<file path="src/rtl/commit_arbiter_n.sv">
// commit_arbiter_n: per-channel commit FIFOs drained round-robin into a single
// ROB write port. An empty-path bypass gives zero-latency commit. Incoming and
// buffered results are forwarded to the issue stage.
module commit_arbiter_n #(
  parameter int CHANNELS      = 3,
  parameter int DEPTH         = 4,
  parameter int DATA_WIDTH    = 32,
  parameter int TAG_WIDTH     = 6,
  parameter int PAYLOAD_WIDTH = 8,
  parameter int FWD_PORTS     = 2
) (
  input  logic                              clk_i,
  input  logic                              rst_n_i,
  input  logic                              flush_i,
  input  logic                              stall_i,
  output logic                              stall_o,
  input  logic [CHANNELS-1:0]               valid_i,
  input  logic [CHANNELS*DATA_WIDTH-1:0]    result_i,
  input  logic [CHANNELS*5-1:0]             reg_dest_i,
  input  logic [CHANNELS*TAG_WIDTH-1:0]     tag_i,
  input  logic [CHANNELS*PAYLOAD_WIDTH-1:0] payload_i,
  output logic                              rob_write_o,
  output logic [TAG_WIDTH-1:0]              rob_tag_o,
  output logic [DATA_WIDTH-1:0]             rob_result_o,
  output logic [4:0]                        rob_reg_dest_o,
  output logic [PAYLOAD_WIDTH-1:0]          rob_payload_o,
  output logic                              buffers_empty_o,
  output logic                              overflow_o,
  input  logic [FWD_PORTS*5-1:0]            fwd_src_i,
  output logic [FWD_PORTS*DATA_WIDTH-1:0]   fwd_data_o,
  output logic [FWD_PORTS-1:0]              fwd_valid_o
);
  localparam int AW = $clog2(DEPTH);
  localparam int PW = (CHANNELS > 1) ? $clog2(CHANNELS) : 1;

  logic [DATA_WIDTH-1:0]    mem_data_q [CHANNELS][DEPTH];
  logic [4:0]               mem_reg_q  [CHANNELS][DEPTH];
  logic [TAG_WIDTH-1:0]     mem_tag_q  [CHANNELS][DEPTH];
  logic [PAYLOAD_WIDTH-1:0] mem_pay_q  [CHANNELS][DEPTH];
  logic [DEPTH-1:0]         fwd_q      [CHANNELS];
  logic [DEPTH-1:0]         fwd_d      [CHANNELS];
  logic [AW:0]              wr_q       [CHANNELS];
  logic [AW:0]              rd_q       [CHANNELS];
  logic [PW-1:0]            ptr_q, ptr_d;
  logic                     overflow_q;

  logic [CHANNELS-1:0] empty, full, push, pop;
  logic                do_pop, do_byp;
  logic [PW-1:0]       sel;

  // Per-channel status; the extra pointer MSB separates full from empty.
  for (genvar g = 0; g < CHANNELS; g++) begin : g_stat
    assign empty[g] = (wr_q[g] == rd_q[g]);
    assign full[g]  = (wr_q[g][AW] != rd_q[g][AW]) &&
                      (wr_q[g][AW-1:0] == rd_q[g][AW-1:0]);
    assign pop[g]   = do_pop && (sel == PW'(g));
    assign push[g]  = valid_i[g] && !flush_i && !full[g] && !(do_byp && sel == PW'(g));
  end

  assign stall_o         = |full;
  assign buffers_empty_o = &empty;
  assign overflow_o      = overflow_q;

  // Round-robin pick: scan in reverse so the channel at the pointer wins last.
  always_comb begin
    int k;
    k      = 0;
    do_pop = 1'b0;
    do_byp = 1'b0;
    sel    = '0;
    ptr_d  = ptr_q;
    if (!flush_i && !stall_i) begin
      for (int i = CHANNELS-1; i >= 0; i--) begin
        k = int'(ptr_q) + i;
        if (k >= CHANNELS) k -= CHANNELS;
        if (!empty[k]) begin
          do_pop = 1'b1;
          sel    = PW'(k);
        end
      end
      if (!do_pop) begin
        for (int i = CHANNELS-1; i >= 0; i--) begin
          k = int'(ptr_q) + i;
          if (k >= CHANNELS) k -= CHANNELS;
          if (valid_i[k]) begin
            do_byp = 1'b1;
            sel    = PW'(k);
          end
        end
      end
      if (do_pop || do_byp) ptr_d = (sel == PW'(CHANNELS-1)) ? '0 : sel + 1'b1;
    end
    if (flush_i) ptr_d = '0;
  end

  // ROB port: FIFO head on pop, raw inputs on bypass, zero otherwise.
  always_comb begin
    rob_write_o    = do_pop | do_byp;
    rob_tag_o      = '0;
    rob_result_o   = '0;
    rob_reg_dest_o = '0;
    rob_payload_o  = '0;
    if (do_pop) begin
      rob_tag_o      = mem_tag_q [sel][rd_q[sel][AW-1:0]];
      rob_result_o   = mem_data_q[sel][rd_q[sel][AW-1:0]];
      rob_reg_dest_o = mem_reg_q [sel][rd_q[sel][AW-1:0]];
      rob_payload_o  = mem_pay_q [sel][rd_q[sel][AW-1:0]];
    end else if (do_byp) begin
      rob_tag_o      = tag_i     [sel*TAG_WIDTH     +: TAG_WIDTH];
      rob_result_o   = result_i  [sel*DATA_WIDTH    +: DATA_WIDTH];
      rob_reg_dest_o = reg_dest_i[sel*5             +: 5];
      rob_payload_o  = payload_i [sel*PAYLOAD_WIDTH +: PAYLOAD_WIDTH];
    end
  end

  // Forward bits: a newer write to the same register (even bypassed or dropped)
  // retires older entries; popped slots stop forwarding; pushed slots start.
  always_comb begin
    for (int c = 0; c < CHANNELS; c++) begin
      for (int j = 0; j < DEPTH; j++) begin
        fwd_d[c][j] = fwd_q[c][j];
        for (int v = 0; v < CHANNELS; v++)
          if (valid_i[v] && reg_dest_i[v*5 +: 5] == mem_reg_q[c][j]) fwd_d[c][j] = 1'b0;
        if (pop[c]  && rd_q[c][AW-1:0] == AW'(j)) fwd_d[c][j] = 1'b0;
        if (push[c] && wr_q[c][AW-1:0] == AW'(j)) fwd_d[c][j] = 1'b1;
      end
    end
  end

  // Control state: pointers, forward bits, rr pointer, sticky overflow.
  always_ff @(posedge clk_i or negedge rst_n_i) begin
    if (!rst_n_i) begin
      ptr_q      <= '0;
      overflow_q <= 1'b0;
      for (int c = 0; c < CHANNELS; c++) begin
        wr_q[c]  <= '0;
        rd_q[c]  <= '0;
        fwd_q[c] <= '0;
      end
    end else begin
      ptr_q <= ptr_d;
      if (|(valid_i & full)) overflow_q <= 1'b1;
      for (int c = 0; c < CHANNELS; c++) begin
        if (flush_i) begin
          wr_q[c]  <= '0;
          rd_q[c]  <= '0;
          fwd_q[c] <= '0;
        end else begin
          if (push[c]) wr_q[c] <= wr_q[c] + 1'b1;
          if (pop[c])  rd_q[c] <= rd_q[c] + 1'b1;
          fwd_q[c] <= fwd_d[c];
        end
      end
    end
  end

  // Entry storage; validity is tracked by pointers, so no reset needed.
  always_ff @(posedge clk_i) begin
    for (int c = 0; c < CHANNELS; c++) begin
      if (push[c]) begin
        mem_data_q[c][wr_q[c][AW-1:0]] <= result_i  [c*DATA_WIDTH    +: DATA_WIDTH];
        mem_reg_q [c][wr_q[c][AW-1:0]] <= reg_dest_i[c*5             +: 5];
        mem_tag_q [c][wr_q[c][AW-1:0]] <= tag_i     [c*TAG_WIDTH     +: TAG_WIDTH];
        mem_pay_q [c][wr_q[c][AW-1:0]] <= payload_i [c*PAYLOAD_WIDTH +: PAYLOAD_WIDTH];
      end
    end
  end

  // Forwarding lookup: buffered hit first, an incoming match overrides it.
  always_comb begin
    fwd_valid_o = '0;
    fwd_data_o  = '0;
    for (int p = 0; p < FWD_PORTS; p++) begin
      if (fwd_src_i[p*5 +: 5] != 5'd0) begin
        for (int c = 0; c < CHANNELS; c++)
          for (int j = 0; j < DEPTH; j++)
            if (fwd_q[c][j] && mem_reg_q[c][j] == fwd_src_i[p*5 +: 5]) begin
              fwd_valid_o[p]                         = 1'b1;
              fwd_data_o[p*DATA_WIDTH +: DATA_WIDTH] = mem_data_q[c][j];
            end
        for (int c = 0; c < CHANNELS; c++)
          if (valid_i[c] && reg_dest_i[c*5 +: 5] == fwd_src_i[p*5 +: 5]) begin
            fwd_valid_o[p]                         = 1'b1;
            fwd_data_o[p*DATA_WIDTH +: DATA_WIDTH] = result_i[c*DATA_WIDTH +: DATA_WIDTH];
          end
      end
    end
  end

endmodule

</file>
<file path="config.mk">
export PLATFORM = sky130hd
export DESIGN_NAME = commit_arbiter_n
export DESIGN_NICKNAME = d
export VERILOG_FILES = /design/src/rtl/commit_arbiter_n.sv
export SDC_FILE = /design/constraint.sdc
export NUM_CORES = 2
export LEC_CHECK = 0
export CAP_MARGIN = 0
export CELL_PAD_IN_SITES_DETAIL_PLACEMENT = 0
export CELL_PAD_IN_SITES_GLOBAL_PLACEMENT = 1
export CORE_ASPECT_RATIO = 1.75
export CORE_UTILIZATION = 30
export DETAILED_ROUTE_END_ITERATION = 6
export HOLD_SLACK_MARGIN = 0.1
export PLACE_DENSITY_LB_ADDON = 0.15
export SLEW_MARGIN = 20
export SYNTH_ARGS = -nofsm -noshare
export SYNTH_HDL_FRONTEND = slang
export SYNTH_SLANG_ARGS = --single-unit
</file>
<file path="constraint.sdc">
create_clock -name clk_i -period 8.3 [get_ports clk_i]
set_clock_uncertainty 0.1 [all_clocks]
set_input_delay 2.49 -clock clk_i [delete_from_list [all_inputs] [get_ports clk_i]]
set_output_delay 2.49 -clock clk_i [all_outputs]
set_load 0.01 [all_outputs]
</file>
==> Yosys cells after proc, flatten, opt, wreduce, memory -nomap -nowiden <==
Memory sizes are Yosys's and may differ from the RTL's.
Cells that the tools add are included.
{ "totals": {"reg_bits": 33, "mem_bits_rw": 612, "in_bits": 170, "out_inout_bits": 121, "elab_cells": 571, "n_memories": 4} }
{ "mem_list": {"columns": ["name", "depth", "word_bits", "read_ports", "rd_clocked_by_memory_dff", "write_ports", "line_no", "rtl"], "rows": [
  ["mem_data_q", 3, 128, 4, 0, 3, "36", "logic [DATA_WIDTH-1:0] mem_data_q [CHANNELS][DEPTH];"],
  ["mem_pay_q", 3, 32, 1, 0, 3, "39", "logic [PAYLOAD_WIDTH-1:0] mem_pay_q [CHANNELS][DEPTH];"],
  ["mem_tag_q", 3, 24, 1, 0, 3, "38", "logic [TAG_WIDTH-1:0] mem_tag_q [CHANNELS][DEPTH];"],
  ["mem_reg_q", 3, 20, 4, 0, 3, "37", "logic [4:0] mem_reg_q [CHANNELS][DEPTH];"]
]} }
{ "op_classes": {"n_addsub": 12, "mul": 2, "n_lt_le_gt_ge": 17, "n_eq_ne": 96, "shift": 4, "n_mux": 255, "n_bitwise": 7, "n_reduce_logical": 154} }
{ "ops": {"columns": ["cell", "count"], "rows": [
  ["32-bit 2-to-1 mux", 54],
  ["128-bit 2-to-1 mux", 3],
  ["5-bit == test", 66],
  ["32-bit demux with 2-bit select", 3],
  ["32-bit by 4-bit less-than comparator with 1-bit output (second input constant)", 6],
  ["1-bit 2-to-1 mux", 118],
  ["1-bit logical AND", 112],
  ["96-bit by 8-bit variable part select with 32-bit output", 1],
  ["24-bit 2-to-1 mux", 3],
  ["6-bit nonzero test", 12],
  ["32-bit binary-select mux with 2-bit select", 1],
  ["20-bit 2-to-1 mux", 3],
  ["8-bit 2-to-1 mux", 7],
  ["8-bit demux with 2-bit select", 3],
  ["6-bit 2-to-1 mux", 7],
  ["6-bit demux with 2-bit select", 3],
  ["3-bit 2-to-1 mux", 12],
  ["5-bit 2-to-1 mux", 7],
  ["5-bit demux with 2-bit select", 3],
  ["2-bit 2-to-1 mux", 15],
  ["2-bit == test (second input constant)", 14],
  ["24-bit by 6-bit variable part select with 8-bit output", 1],
  ["3-bit by 1-bit adder with 3-bit output (second input constant)", 6],
  ["18-bit by 6-bit variable part select with 6-bit output", 1],
  ["33 further kinds", 86]
]} }

==> Longest topological paths before layout <==
{ "logic_depth": {"ltp_word": 31, "depth_mapped": 16, "ltp_nobuf": 12} }

==> Least setup slack after synthesis <==
Ideal clock, no wire load.
{ "synth_timing": {"path_type": "input port to output port", "startpoint": "input fwd_src_i[7]", "endpoint": "output fwd_data_o[36]", "t_arrival_ps": 5332, "required_ps": 5710, "setup_slack_ps": 378, "cell_stages": 13, "n_path_buf": 4, "cell_sequence": "clkbuf_1 clkbuf_1 xor2_1 nor4_1 and3_1 clkbuf_1 clkbuf_1 a221oi_1 o311ai_0 o21ai_0 o21ai_0 nand2_1 a311oi_1"} }
{ "synth_between": {"elab_chain_len": 18, "elab_cells_between_ends": 47} }
{ "synth_lines": {"columns": ["item", "line_no", "rtl"], "rows": [
  ["from (decl)", "29", "input logic [FWD_PORTS*5-1:0] fwd_src_i,"],
  ["5-bit == test", "177", "if (fwd_q[c][j] && mem_reg_q[c][j] == fwd_src_i[p*5 +: 5]) begin"],
  ["1-bit logical AND", "177", null],
  ["32-bit 2-to-1 mux (12 in series)", "177", null],
  ["32-bit 2-to-1 mux (3 in series)", "182", "if (valid_i[c] && reg_dest_i[c*5 +: 5] == fwd_src_i[p*5 +: 5]) begin"],
  ["32-bit 2-to-1 mux *", "174", "if (fwd_src_i[p*5 +: 5] != 5'd0) begin"],
  ["to (decl)", "30", "output logic [FWD_PORTS*DATA_WIDTH-1:0] fwd_data_o,"]
]} }
Mark *: on every way between the ends. The rest lies on a longest branch, timed or not.

==> Worst setup path in the final report <==
{ "layout_timing": {"startpoint": "input fwd_src_i[3]", "endpoint": "output fwd_data_o[3]"} }
The elaborated chain is that of the path after synthesis.

==> flow_summary.json <==
{
  "rsz0062_at_grt": "yes",
  "cts.root.buffer_cell": "clkbuf_16",
  "yosysSeqAreaShare": 0.503,
  "grt_pass1_vias": 37400,
  "synth_top_family_by_area": "compound AO/OA/AOI/OAI gates",
  "fill_cells": 12300,
  "firstDrtPassIters": 7,
  "synth_area_leaders": "edfxtp_1 48%, xor2_1 5.4%, nand2_1 3.4%, o22ai_1 3.2%, clkbuf_1 3.1%",
  "num_rows": 172,
  "synth_xor_area_frac": 0.0805,
  "setup_violations": 0,
  "synth_fp_nets": 3957,
  "synth_edf_count": 612,
  "clockBufferDepth": 3,
  "numPortBuffers": 290,
  "failed_checks": "design-rule violations",
  "synth_top_area_cell": "edfxtp_1",
  "crit_path_max_fanout": 7,
  "cpMaxStageDelayCell": "clkdlybuf4s50_1",
  "drive_above_1_share": 0.221,
  "switching_share": 0.406,
  "grt_util_met2": 0.553,
  "ir_drop_v": 0.000202,
  "rr_worst_depth": 14,
  "critPathTopFamily": "buffers and inverters",
  "synth_cell_type_count": 73,
  "drt_iter0_markers": 3844,
  "num_vias": 37400,
  "synth_fa_ha_area_frac": 0.00904,
  "clkTransAtPathRegs_ns": 0.06,
  "met1_usage": 0.376,
  "comb_power_share": 0.470,
  "p_leak_nw": 18.4,
  "numCtsBuffers": 69,
  "io_pins": 291,
  "grt_antenna_before_repair": 17,
  "final_cells": 6056,
  "p_per_area_nw_per_um2": 262,
  "dp.cells": 5854,
  "min_period_ns": 8.24,
  "overflow": 0,
  "synth_area_um2": 38200,
  "ys.flop_type": "edfxtp_1",
  "hold_depth": 2,
  "status": "complete, but fails checks",
  "async_flop_share": 0.0512,
  "synth_top_cells_by_count": "612 x edfxtp_1, 346 x nand2_1, 320 x clkbuf_1",
  "clkPwrFrac": 0.249,
  "met3_usage": 0.0479,
  "dp_hpwl_mm": 147,
  "grt_pass1_wl_mm": 292,
  "worstPathBufferInverterCount": 6,
  "synth_most_common_cell": "edfxtp_1",
  "p_int_mw": 8.00,
  "start_util": 0.303,
  "dieArea_um2": 129000,
  "power_switching_mw": 5.47,
  "arrival_ns": 5.65,
  "place_congestion": 0.955,
  "endpoint_kind": "output port",
  "syn_to_final_growth_pct": 34.7,
  "crit_start": "fwd_src_i[3]",
  "avgSynthCellArea_um2": 10.2,
  "worstHoldPathType": "reg -> reg",
  "netlist_instances": 3761,
  "slowest_delay_ns": 0.46,
  "worstReg2RegEnd": "mem_data_q[1][42]",
  "drc_errors": 1,
  "final_antenna_net_count": 0,
  "vias_per_cell": 6.17,
  "yosys.area_share.simple": 0.107,
  "yosys.area.top_type_share": 0.481,
  "wire_per_inst_um": 35.0,
  "die_x_um": 272,
  "wl_mm": 212,
  "synth-seq-cells": 645,
  "pwr-share-seq": 0.282,
  "die_h_um": 474,
  "num-nets-final": 4543,
  "grt_max_degree": 69,
  "critPathLaunchType": "input port",
  "cap_violations": 0,
  "r2r_setup_slack_ns": 2.93,
  "critPathKind": "in -> out",
  "track_usage": 0.321,
  "cts-htree-levels": 3,
  "relSlewSlack": 0.197,
  "cts_tree": "built",
  "synth.area.mux_share": 0.0110,
  "clk_latency_ns": 0.69,
  "finalHoldViolations": 0,
  "cts_sinks": 645,
  "fmax_mhz": 121,
  "fin_setup_tns_ns": 0,
  "yosysWarnings": 0,
  "path_cells": "clkdlybuf4s50_1 -> buf_12 -> xor2_1 -> nor4_2 -> buf_4 -> and3_4 -> buf_12 -> buf_6 -> a311oi_1 -> nor3_1 -> o21ai_1 -> a21oi_2 -> a221oi_1 -> a211o_1 -> o21ai_0 -> dlygate4sd2_1",
  "min_to": "rd_q[5]",
  "final_max_slew_viol_count": 0,
  "coreArea_um2": 126000,
  "synth_compound_gate_area_share": 0.244,
  "finalCritPeriodShare": 0.993,
  "hp-start": "rd_q[5]",
  "critPathRequiredTime_ns": 5.71,
  "tightestPinTransition_ns": 1.20,
  "worstReg2RegStart": "rd_q[0]",
  "hold_buffers": 0,
  "grt_most_used_layer": "met2",
  "crit_top_cell": "buf_12"
}
repair_timing:
| action | 4_1_cts | 5_1_grt |
|---|---|---|
| resized for setup | 346 | 122 |
| gates cloned | 8 | 1 |
| pin swaps | 71 | 71 |
| endpoints found under the setup margin | 116 | 81 |
| buffers inserted | 54 | 17 |
stage by stage:
step / utilization / setup WS (ns) / instance area, um^2 / hold slack (ns) / power (mW)
final: 0.409 / 0.0608 / 51500 / 0.457 / 13.5
after global routing: 0.409 / -0.0229 / 51500 / 0.482 / 13.9
after CTS: 0.406 / -0.0342 / 51100 / 0.463 / 13.3
after detailed placement: 0.379 / -0.871 / 47700 / 0.445 / 9.80
after global placement: 0.379 / -0.881 / 47700 / 0.442 / 9.78
after floorplan: - / 0.378 / 38200 / 0.405 / 6.60
worst reg2reg max path, cell delays in order, from the launching register on:
cell       delay [ns]
dfrtp_1          0.55
xor2_1           0.26
or3_1            0.31
a2111oi_2        0.10
o31ai_4          0.65
o21a_2           0.31
buf_4            0.13
buf_12           0.10
buf_4            0.11
buf_4            0.28
nor4_4           0.11
buf_12           0.17
nor4b_2          0.64
and2_4           0.89
buf_12           0.36
registers in the layout, indices dropped and copies added (netlist names):
register	flops
ptr_q	2
mem_pay_q	96
mem_tag_q	72
wr_q	9
fwd_q	12
overflow_o	1
mem_reg_q	60
rd_q	9
mem_data_q	384
area by class of cell:
class | instances | area (um^2) | area share
clock inverter | 46 | 583 | 0.0113
tap | 1653 | 2070 | 0.0402
clock buffer | 77 | 1780 | 0.0345
multi-input combinational | 2659 | 18100 | 0.353
timing repair buffer | 928 | 9500 | 0.185
sequential | 645 | 19200 | 0.373
inverter | 44 | 169 | 0.00328
antenna | 4 | 10.0 | 0.000195
cell usage in the layout, fill, tap and decap left out, types with 106 or more instances in the layout:
cell / n
edfxtp_1: 612
buf_4: 467
nand2_1: 337
nor2_1: 288
xor2_1: 237
o22ai_1: 198
a21oi_1: 192
clkdlybuf4s50_1: 163
buf_12: 127
o211ai_1: 122
o21ai_0: 116
xnor2_1: 114
a221oi_1: 106
power groups by stage:
stage,combinational (mW),sequential (mW),clock (mW)
2_1_floorplan,2.80,3.80,0
3_3_place_gp,5.92,3.86,0
3_5_place_dp,5.94,3.86,0
4_1_cts,6.17,3.79,3.38
5_1_grt,6.56,3.80,3.49
6_report,6.32,3.79,3.35
worst max path at each step:
| stage | to | slack [ns] | cells after the start |
|---|---|---|---|
| final | fwd_data_o[3] | 0.06 | 16 |
| after global routing | fwd_data_o[7] | -0.02 | 15 |
| after CTS | fwd_data_o[2] | -0.03 | 18 |
| after detailed placement | fwd_data_o[40] | -0.87 | 15 |
| after global placement | fwd_data_o[40] | -0.88 | 15 |
| after floorplan | fwd_data_o[36] | 0.38 | 13 |
cells by family (layout without fill, tap and decap cells):
logic type	Yosys count	in the layout
compound gates	1311	1311
mux	42	42
flops	645	645
other cells	0	4
xor+xnor	351	351
buf+inv	457	1095
simple gates	927	927
fa+ha+maj	28	28
layer usage:
layer  routed length (um)  part of all wire  vias to the layer above
met2               104000              0.49                     2184
met4                13800             0.065                       20
met3                15400             0.073                      643
li1                     -                 -                    15800
met5                  118           0.00056                        -
met1                78300              0.37                    18800
Note: power is estimated with default switching activity, not from simulation.
